File: config.mk
export PLATFORM = sky130hd
export DESIGN_NAME = ftdi_tx_ctrl
export DESIGN_NICKNAME = d
export VERILOG_FILES = /design/src/rtl/ftdi_pkg.sv /design/src/rtl/sync_fifo.sv /design/src/rtl/ftdi_tx_ctrl.sv
export SDC_FILE = /design/constraint.sdc
export NUM_CORES = 1
export LEC_CHECK = 0
export CAP_MARGIN = 40
export CORE_MARGIN = 4
export CORE_UTILIZATION = 42
export CTS_CLUSTER_SIZE = 20
export DETAILED_ROUTE_END_ITERATION = 12
export GPL_ROUTABILITY_DRIVEN = 0
export PLACE_DENSITY = 0.66
export SYNTH_ARGS = -nofsm -noshare
export SYNTH_HDL_FRONTEND = slang
export SYNTH_SLANG_ARGS = --single-unit
export TNS_END_PERCENT = 50
File: constraint.sdc
create_clock -name clk -period 3.02 [get_ports clk]
set_input_delay 0.604 -clock clk [delete_from_list [all_inputs] [get_ports clk]]
set_output_delay 0.604 -clock clk [all_outputs]
set_load 0.01 [all_outputs]
File: src/rtl/ftdi_pkg.sv
// Shared types and constants for the FTDI synchronous-FIFO transmit path.
package ftdi_pkg;

  localparam int FU_D_W            = 8;
  localparam int DEFAULT_DEPTH     = 16;
  localparam int DEFAULT_BURST_MAX = 64;

  typedef enum logic [2:0] {
    ST_IDLE,
    ST_TURN,
    ST_WRITE,
    ST_HOLD,
    ST_REL
  } tx_state_e;

endpackage

File: src/rtl/sync_fifo.sv
// Single-clock show-ahead FIFO; exposes the head and the entry behind it so a
// registered consumer can present the next byte on the cycle after a pop.
module sync_fifo #(
  parameter  int WIDTH = 8,
  parameter  int DEPTH = 16,
  localparam int AW    = $clog2(DEPTH),
  localparam int LW    = AW + 1
) (
  input  logic             clk,
  input  logic             rst,
  input  logic             push_i,
  input  logic             pop_i,
  input  logic [WIDTH-1:0] wdata_i,
  output logic [WIDTH-1:0] head_o,
  output logic [WIDTH-1:0] head_nxt_o,
  output logic [LW-1:0]    level_o,
  output logic             full_o,
  output logic             empty_o
);

  logic [WIDTH-1:0] mem_q [DEPTH];
  logic [AW-1:0]    wr_ptr_q, wr_ptr_d;
  logic [AW-1:0]    rd_ptr_q, rd_ptr_d;
  logic [LW-1:0]    level_q, level_d;
  logic             do_push, do_pop;

  assign full_o     = (level_q == LW'(DEPTH));
  assign empty_o    = (level_q == '0);
  assign do_push    = push_i && !full_o;
  assign do_pop     = pop_i && !empty_o;
  assign head_o     = mem_q[rd_ptr_q];
  assign head_nxt_o = mem_q[rd_ptr_q + AW'(1)];
  assign level_o    = level_q;

  // Pointers are AW bits wide over a power-of-two depth, so they wrap for free.
  always_comb begin
    wr_ptr_d = do_push ? wr_ptr_q + AW'(1) : wr_ptr_q;
    rd_ptr_d = do_pop  ? rd_ptr_q + AW'(1) : rd_ptr_q;
    level_d  = level_q;
    if (do_push && !do_pop) level_d = level_q + LW'(1);
    if (do_pop && !do_push) level_d = level_q - LW'(1);
  end

  // NOTE: sequential state uses non-blocking assignments so every register
  // samples the pre-edge values of its peers.
  always_ff @(posedge clk) begin
    if (rst) begin
      wr_ptr_q <= '0;
      rd_ptr_q <= '0;
      level_q  <= '0;
    end else begin
      wr_ptr_q <= wr_ptr_d;
      rd_ptr_q <= rd_ptr_d;
      level_q  <= level_d;
    end
  end

  // NOTE: storage is deliberately not reset; the pointers and level define
  // which entries are valid, and a reset here would block RAM inference.
  always_ff @(posedge clk) begin
    if (do_push) mem_q[wr_ptr_q] <= wdata_i;
  end

endmodule

File: src/rtl/ftdi_tx_ctrl.sv
// Transmit side of an FTDI 245 synchronous-FIFO bridge: buffers bytes and
// bursts them onto FU_D with a turnaround cycle on either side of each burst.
module ftdi_tx_ctrl
  import ftdi_pkg::*;
#(
  parameter  int DEPTH     = DEFAULT_DEPTH,
  parameter  int BURST_MAX = DEFAULT_BURST_MAX,
  localparam int LW        = $clog2(DEPTH) + 1
) (
  input  logic              clk,
  input  logic              rst,
  input  logic [FU_D_W-1:0] d,
  input  logic              d_vld,
  output logic              d_rdy,
  input  logic              rd_busy,
  output logic              tx_busy,
  input  logic              txe_n,
  output logic              wr_n,
  output logic [FU_D_W-1:0] dq_o,
  output logic              dq_oe,
  output logic [LW-1:0]     level,
  output logic [15:0]       tx_cnt
);

  localparam int BW = $clog2(BURST_MAX + 1);

  tx_state_e         state_q, state_d;
  logic              wr_n_q, wr_n_d;
  logic              own_q, own_d;
  logic [FU_D_W-1:0] dq_o_q, dq_o_d;
  logic [15:0]       tx_cnt_q, tx_cnt_d;
  logic [BW-1:0]     burst_q, burst_d;

  logic [FU_D_W-1:0] fifo_head, fifo_head_nxt;
  logic              fifo_full, fifo_empty;
  logic              push, accept, last_byte;

  assign d_rdy  = !fifo_full;
  assign push   = d_vld && d_rdy;
  assign accept = !wr_n_q && !txe_n;

  sync_fifo #(
    .WIDTH(FU_D_W),
    .DEPTH(DEPTH)
  ) u_fifo (
    .clk       (clk),
    .rst       (rst),
    .push_i    (push),
    .pop_i     (accept),
    .wdata_i   (d),
    .head_o    (fifo_head),
    .head_nxt_o(fifo_head_nxt),
    .level_o   (level),
    .full_o    (fifo_full),
    .empty_o   (fifo_empty)
  );

  // The accept that drains the last entry ends the burst unless a byte is
  // being pushed on the same edge.
  assign last_byte = ((level == LW'(1)) && !push) || (burst_q == BW'(BURST_MAX - 1));

  // NOTE: every variable gets a default before the case so no path leaves it
  // unassigned, which would otherwise infer a latch.
  always_comb begin
    state_d  = state_q;
    dq_o_d   = dq_o_q;
    tx_cnt_d = tx_cnt_q;
    burst_d  = burst_q;

    if (accept) begin
      tx_cnt_d = tx_cnt_q + 16'd1;
      burst_d  = burst_q + BW'(1);
      dq_o_d   = (level == LW'(1)) ? d : fifo_head_nxt;
    end

    unique case (state_q)
      ST_IDLE: begin
        if (!fifo_empty && !txe_n && !rd_busy) begin
          state_d = ST_TURN;
          dq_o_d  = fifo_head;
        end
      end
      ST_TURN:  state_d = ST_WRITE;
      ST_WRITE: begin
        if (txe_n)          state_d = ST_HOLD;
        else if (last_byte) state_d = ST_REL;
      end
      ST_HOLD: begin
        if (rd_busy || fifo_empty) state_d = ST_REL;
        else if (!txe_n)           state_d = ST_WRITE;
      end
      ST_REL: begin
        state_d = ST_IDLE;
        burst_d = '0;
      end
      default: state_d = ST_IDLE;
    endcase

    // Bus-side outputs are decoded from the next state so they leave a flop.
    wr_n_d = (state_d != ST_WRITE);
    own_d  = (state_d inside {ST_TURN, ST_WRITE, ST_HOLD});
  end

  always_ff @(posedge clk) begin
    if (rst) begin
      state_q  <= ST_IDLE;
      wr_n_q   <= 1'b1;
      own_q    <= 1'b0;
      dq_o_q   <= '0;
      tx_cnt_q <= '0;
      burst_q  <= '0;
    end else begin
      state_q  <= state_d;
      wr_n_q   <= wr_n_d;
      own_q    <= own_d;
      dq_o_q   <= dq_o_d;
      tx_cnt_q <= tx_cnt_d;
      burst_q  <= burst_d;
    end
  end

  assign wr_n    = wr_n_q;
  assign dq_o    = dq_o_q;
  assign dq_oe   = own_q;
  assign tx_busy = own_q;
  assign tx_cnt  = tx_cnt_q;

endmodule

# Word-level counts from Yosys, hierarchy flattened
# Memories as Yosys holds them, arrays and structs flattened. A register that Yosys moved wholly into a read port is not among the register bits.
# Cells that the tools add are included.
[op_classes] n_eq_ne=11 reduce_logical=24 n_addsub=6 mux=16
[ops] cell="two-way mux 8 bit" count=4
[ops] cell="adder 16 x 1 -> 16 bit, second input constant" count=1
[ops] cell="two-way mux 3 bit" count=5
[ops] cell="== test 3 x 2 -> 1 bit, second input constant" count=4
[ops] cell="case mux 3 bit (4 select lines)" count=1
[ops] cell="two-way mux 5 bit" count=2
[ops] cell="logical AND 1 bit" count=9
[ops] cell="adder 4 x 1 -> 4 bit, second input constant" count=2
[ops] cell="logical NOT 1 bit" count=8
[ops] cell="two-way mux 4 bit" count=2
[ops] cell="adder 7 x 1 -> 7 bit, second input constant" count=1
[ops] cell="== test 7 x 6 -> 1 bit, second input constant" count=1
[ops] cell="== test 3 x 1 -> 1 bit, second input constant" count=2
[ops] cell="adder 5 x 1 -> 5 bit, second input constant" count=1
[ops] cell="== test 5 x 1 -> 1 bit, second input constant" count=1
[ops] cell="== test 5 bit, second input constant" count=1
[ops] cell="logical NOT 5 bit" count=1
[ops] cell="subtractor 5 x 1 -> 5 bit, second input constant" count=1
[ops] cell="== test 3 bit, second input constant" count=1
[ops] cell="logical NOT 3 bit" count=1
[ops] cell="inequality test 3 x 2 -> 1 bit, second input constant" count=1
[ops] cell="nonzero test 3 bit" count=1
[ops] cell="logical OR 1 bit" count=2
[ops] cell="two-way mux 1 bit" count=2
[ops] cell="2 further kinds" count=2
[word_totals] elab_cells=67 ram_bits=128 ff_bits=49 memories=1 in_bits=13 output_inout_bits=33
[memory_table] memory="u_fifo.mem_q" words=16 word_bits=8 rd=2 rd_clocked_by_memory_dff=1 write_ports=1 line_no="sync_fifo.sv:21" rtl="logic [WIDTH-1:0] mem_q [DEPTH];"

# Depth between registers and ports, before layout
[logic_depth] depth_word=11 ltp_mapped=11 depth_no_buf=10

# By module
# Synthesis repeated with hierarchy kept, for this count alone.
[hier_totals] cells_unflattened=648 hier_area_um2=8612.0
[by_module_without_submodules] module="sync_fifo" area_each_um2=6859.1 n_inst=1 cells_per_inst=443 seq_area_each_um2=4184.0
[by_module_without_submodules] module="ftdi_tx_ctrl" area_each_um2=1752.9 n_inst=1 cells_per_inst=205 seq_area_each_um2=720.7

# Least setup slack after synthesis
# Ideal clock, no wire load.
[synth_timing] path_kind="reg2reg" from="reg u_fifo.level_q[0] (netlist: u_fifo.level_o[0])" to="reg u_fifo.level_q[3] (netlist: u_fifo.level_o[3])" path_stages_with_launch=10 slack_ns=0.525 n_path_buf=0 required_time_ns=2.892 synth_period_minus_slack_ns=2.495 t_arrival_ns=2.367 setup_ns=0.128 cell_sequence="dfxtp_1 > inv_1 > ha_1 > nor4b_4 > nor2_1 > ha_1 > or4b_2 > a21oi_1 > xnor2_1 > nor2_1"
[synth_between] elab_cells_between_ends=16 classes_between="add/sub: 2; eq/ne: 1; mux: 2; reduce/logical: 11"
[synth_lines] item="start: declaration" line_no="sync_fifo.sv:24" rtl="logic [LW-1:0] level_q, level_d;"
[synth_lines] item="start signal: assignment" line_no="sync_fifo.sv:54" rtl="level_q <= level_d;"
[synth_lines] item="logical NOT 5 bit (*)" line_no="sync_fifo.sv:28" rtl="assign empty_o = (level_q == '0);"
[synth_lines] item="logical NOT 1 bit (*)" line_no="sync_fifo.sv:30" rtl="assign do_pop = pop_i && !empty_o;"
[synth_lines] item="logical AND 1 bit (*)" line_no="sync_fifo.sv:30"
[synth_lines] item="named net u_fifo.do_pop" line_no="sync_fifo.sv:25" rtl="logic do_push, do_pop;"
[synth_lines] item="logical NOT 1 bit" line_no="sync_fifo.sv:40" rtl="if (do_push && !do_pop) level_d = level_q + LW'(1);"
[synth_lines] item="logical AND 1 bit" line_no="sync_fifo.sv:40"
[synth_lines] item="nonzero test 2 bit (no line)"
# The timed path passes the listed nets; every way through them passes the cells marked *. The select of a mux whose other input is x is not followed.
# A chain may end at the register's enable or synchronous reset.

# Worst setup path after layout
[layout_timing] from="reg u_fifo.level_q[0] (netlist: u_fifo.level_o[0])" to="out d_rdy"
[layout_between] elab_chain_cells=2
[layout_rtl] item="== test 5 bit" line_no="sync_fifo.sv:27" rtl="assign full_o = (level_q == LW'(DEPTH));"
[layout_rtl] item="logical NOT 1 bit" line_no="ftdi_tx_ctrl.sv:38" rtl="assign d_rdy = !fifo_full;"
[layout_rtl] item="end: declaration" line_no="ftdi_tx_ctrl.sv:14" rtl="output logic d_rdy,"
# Every way passes these cells.

==> results by group <==
Outcome
  – Status: finished clean

STA
  – Final setup violation count: 0
  – Tcrit/Tclk final: 83.4%
  – Max Clock Freq: 0.397 GHz
  – Min Tclk post-route: 2520 ps
  – Setup Skew: 13.0 ps
  – Worst Max-Slew Pin Slew: 868 ps
  – Final hold vios: 0
  – Final worst hold slack: 478 ps
  – RSZ-0062 raised after global routing: no
  – Final Slew Violations: 0
  – Slew margin rel.: 41.9%
  – Sum Neg Setup Slack: 0 ps

GRT
  – First-pass GRT wire length: 33500 um
  – Initial antenna violation count: 0
  – Largest net degree at the start of global routing: 36
  – GRT overflow: 0
  – Vias in the first global route: 5894
  – GR Layer Usage met3: 4.25%
  – Total GRT Usage: 19.6%
  – Met1 global-route usage: 25.7%
  – Routing usage on met2: 32.3%
  – Grt peak-use layer: met2

Finish
  – Multi-input gate area: 3480 um2
  – Register area: 4910 um2
  – FILL cells: 1674
  – Area Growth Syn to Fin: 17.5%
  – Final net count: 721
  – Final non-filler cell total: 979
  – Fraction of layout cells with a size suffix above 1: 20.3%
  – N_diodes: 0

Clock tree
  – Root buffer selected by CTS: clkbuf_16
  – Total CTS buffers: 17
  – Hold Buf Count CTS: 0
  – Clk slew on worst S/H paths: 70 ps
  – Cts repair resizes: 0
  – Clk sinks: 181
  – Clock buffer depth: 2
  – H-tree depth: 4
  – Setup Buffers After CTS: 0
  – Worst-Skew Late Latency: 430 ps
  – CTS tree: built

Floorplanning
  – DIE AREA: 22900 um2
  – CORE AREA: 20200 um2
  – Cell Rows: 52
  – Starting density of the core: 42.6%
  – Io pins: 46
  – Chip Height: 151 um
  – Die Wd: 151 um

Power
  – Max IR drop VDD: 386 uV
  – Cell Pwr Density: 520 nW/um2
  – Leak Pwr: 3.36 nW
  – Total Power: 5.27 mW

Routing
  – DRT Pass-1 Iters: 5
  – Number of vias per cell: 6.00
  – WL/cell: 21.9 um
  – DR iter-0 viols: 560
  – DRC Markers: 0
  – Antenna viol nets, final: 0
  – Final WL: 21400 um
  – Via Count: 5873

Synth
  – Syn Nets: 655
  – Avg Inst Size Synth: 13.7 um2
  – Number of synthesized flops with an enable pin: 128
  – Synth Instances: 630
  – Post-synthesis mux area share: 18.3%
  – Adder-cell share of the synthesized area: 1.74%
  – Seq cells post-synth: 181
  – Library cells used by synthesis: 59
  – Compound-Gate Fraction of Synth Area: 7.15%
  – Synth Area in XOR/XNOR: 3.03%
  – Synth async-reset ratio: 0%
  – Main combinational cell family by area after synthesis: multiplexers
  – Register area share after synthesis: 56.9%
  – Synth Flop Type: edfxtp_1
  – Yosys warning total: 0
  – Synthesized area: 8620 um2
  – Synth Area in Simple Gates: 10.2%

Worst setup path
  – Setup CP Type: reg2out
  – CP Data Arrival Time: 1920 ps
  – CP Launch Type: register
  – Worst Path Max Fanout: 7
  – Worst path required time: 2420 ps
  – Critical path capture point type: output pin
  – Max incr delay on CP: 550 ps
  – Slowest stage cell, crit path: clkdlybuf4s50_1
  – Critical-path cell list: inv_1 -> ha_1 -> nand3_1 -> clkdlybuf4s50_1

Place
  – Placed insts: 947
  – Post-detail-place hpwl: 15000 um
  – I/O Buffers: 45

Run
  – Max-cap viol count: 0

Min path
  – Min-delay worst type: reg2reg
==> metrics by stage <==
step / util, % / worst slack (ps) / cell area (um2)
floorplan: - / 525 / 8620
global placement: 47.1 / 233 / 9520
detailed placement: 47.1 / 253 / 9520
CTS: 50.1 / 451 / 10100
global route: 50.1 / 214 / 10100
finish: 50.1 / 501 / 10100
==> flip-flops by register name, indices dropped and copies added (netlist names), named ones only <==
register         flops
u_fifo.mem_q       128
tx_cnt              16
dq_o                 8
burst_q              7
u_fifo.level_o       5
u_fifo.rd_ptr_q      4
u_fifo.wr_ptr_q      4
state_q              3
dq_oe                1
wr_n                 1
==> area by class of cell <==
type,count,area share [%]
Clock inverter,15,1.77
Inverter,18,0.667
Timing Repair Buffer,83,7.21
Clock buffer,17,4.20
Sequential cell,181,48.4
Multi-Input combinational cell,395,34.4
Tap cell,270,3.34
==> power breakdown <==
part | switching, mW | leakage [nW] | internal, mW | total, mW
clock | 1.03 | 0.298 | 1.19 | 2.22
combinational | 0.185 | 1.48 | 0.138 | 0.323
sequential | 0.0334 | 1.59 | 2.69 | 2.73
total | 1.25 | 3.36 | 4.02 | 5.27
==> cells in the mapped netlist (7+ instances only) <==
cell	number	area (um2)
nor2_1	59	221
a211oi_1	8	60.1
o21ai_0	22	110
a22oi_1	11	82.6
nand3_1	15	75.1
xnor2_1	10	87.6
xor2_1	18	158
inv_1	17	63.8
nand2_1	37	139
buf_2	12	60.1
edfxtp_1	128	3840
clkbuf_1	17	63.8
nor3_1	18	90.1
o22ai_1	9	56.3
nor2b_1	7	43.8
a21oi_1	14	70.1
mux2i_1	19	190
ha_1	12	150
dfxtp_1	53	1060
mux4_2	60	1350
==> kinds of logic after synthesis <==
family	count (synthesis)
xor gates and xnor gates	29
muxes	82
buffers and inverters	54
and+or+nand+nor	177
AOI/OAI and AO/OA	95
DFF	181
adders and majority gates	12
==> placed cells by master, fill, tap and decap left out, types with 18 or more instances in the layout <==
cell type and instances:
mux4_2 60, xor2_1 18, edfxtp_1 128, clkdlybuf4s50_1 44, nand2_1 37, buf_4 38
dfxtp_1 51, nor3_1 18, nor2_1 59, o21ai_0 22, mux2i_1 19
==> layer usage <==
layer / up-vias / routed length (um)
met5: - / 0
met4: 0 / 534
met3: 46 / 1540
met2: 303 / 10700
met1: 2946 / 8690
li1: 2578 / -
==> final timing paths <==
kind / start / end / slack (ps) / cells after the start
max: u_fifo.level_o[0] / d_rdy / 500 / 4
min: burst_q[1] / burst_q[1] / 480 / 2
max reg2reg: u_fifo.level_o[0] / u_fifo.level_o[4] / 530 / 11
min reg2reg: burst_q[1] / burst_q[1] / 480 / 2
==> critical path, delay by kind of cell (launching register included) <==
family                   cells  cell delay (ps)
AND/OR/NAND/NOR              1              130
flip-flops                   1              460
adder cells (fa/ha/maj)      1              230
buffers and inverters        2              660
(Power assumes the default switching activity.)
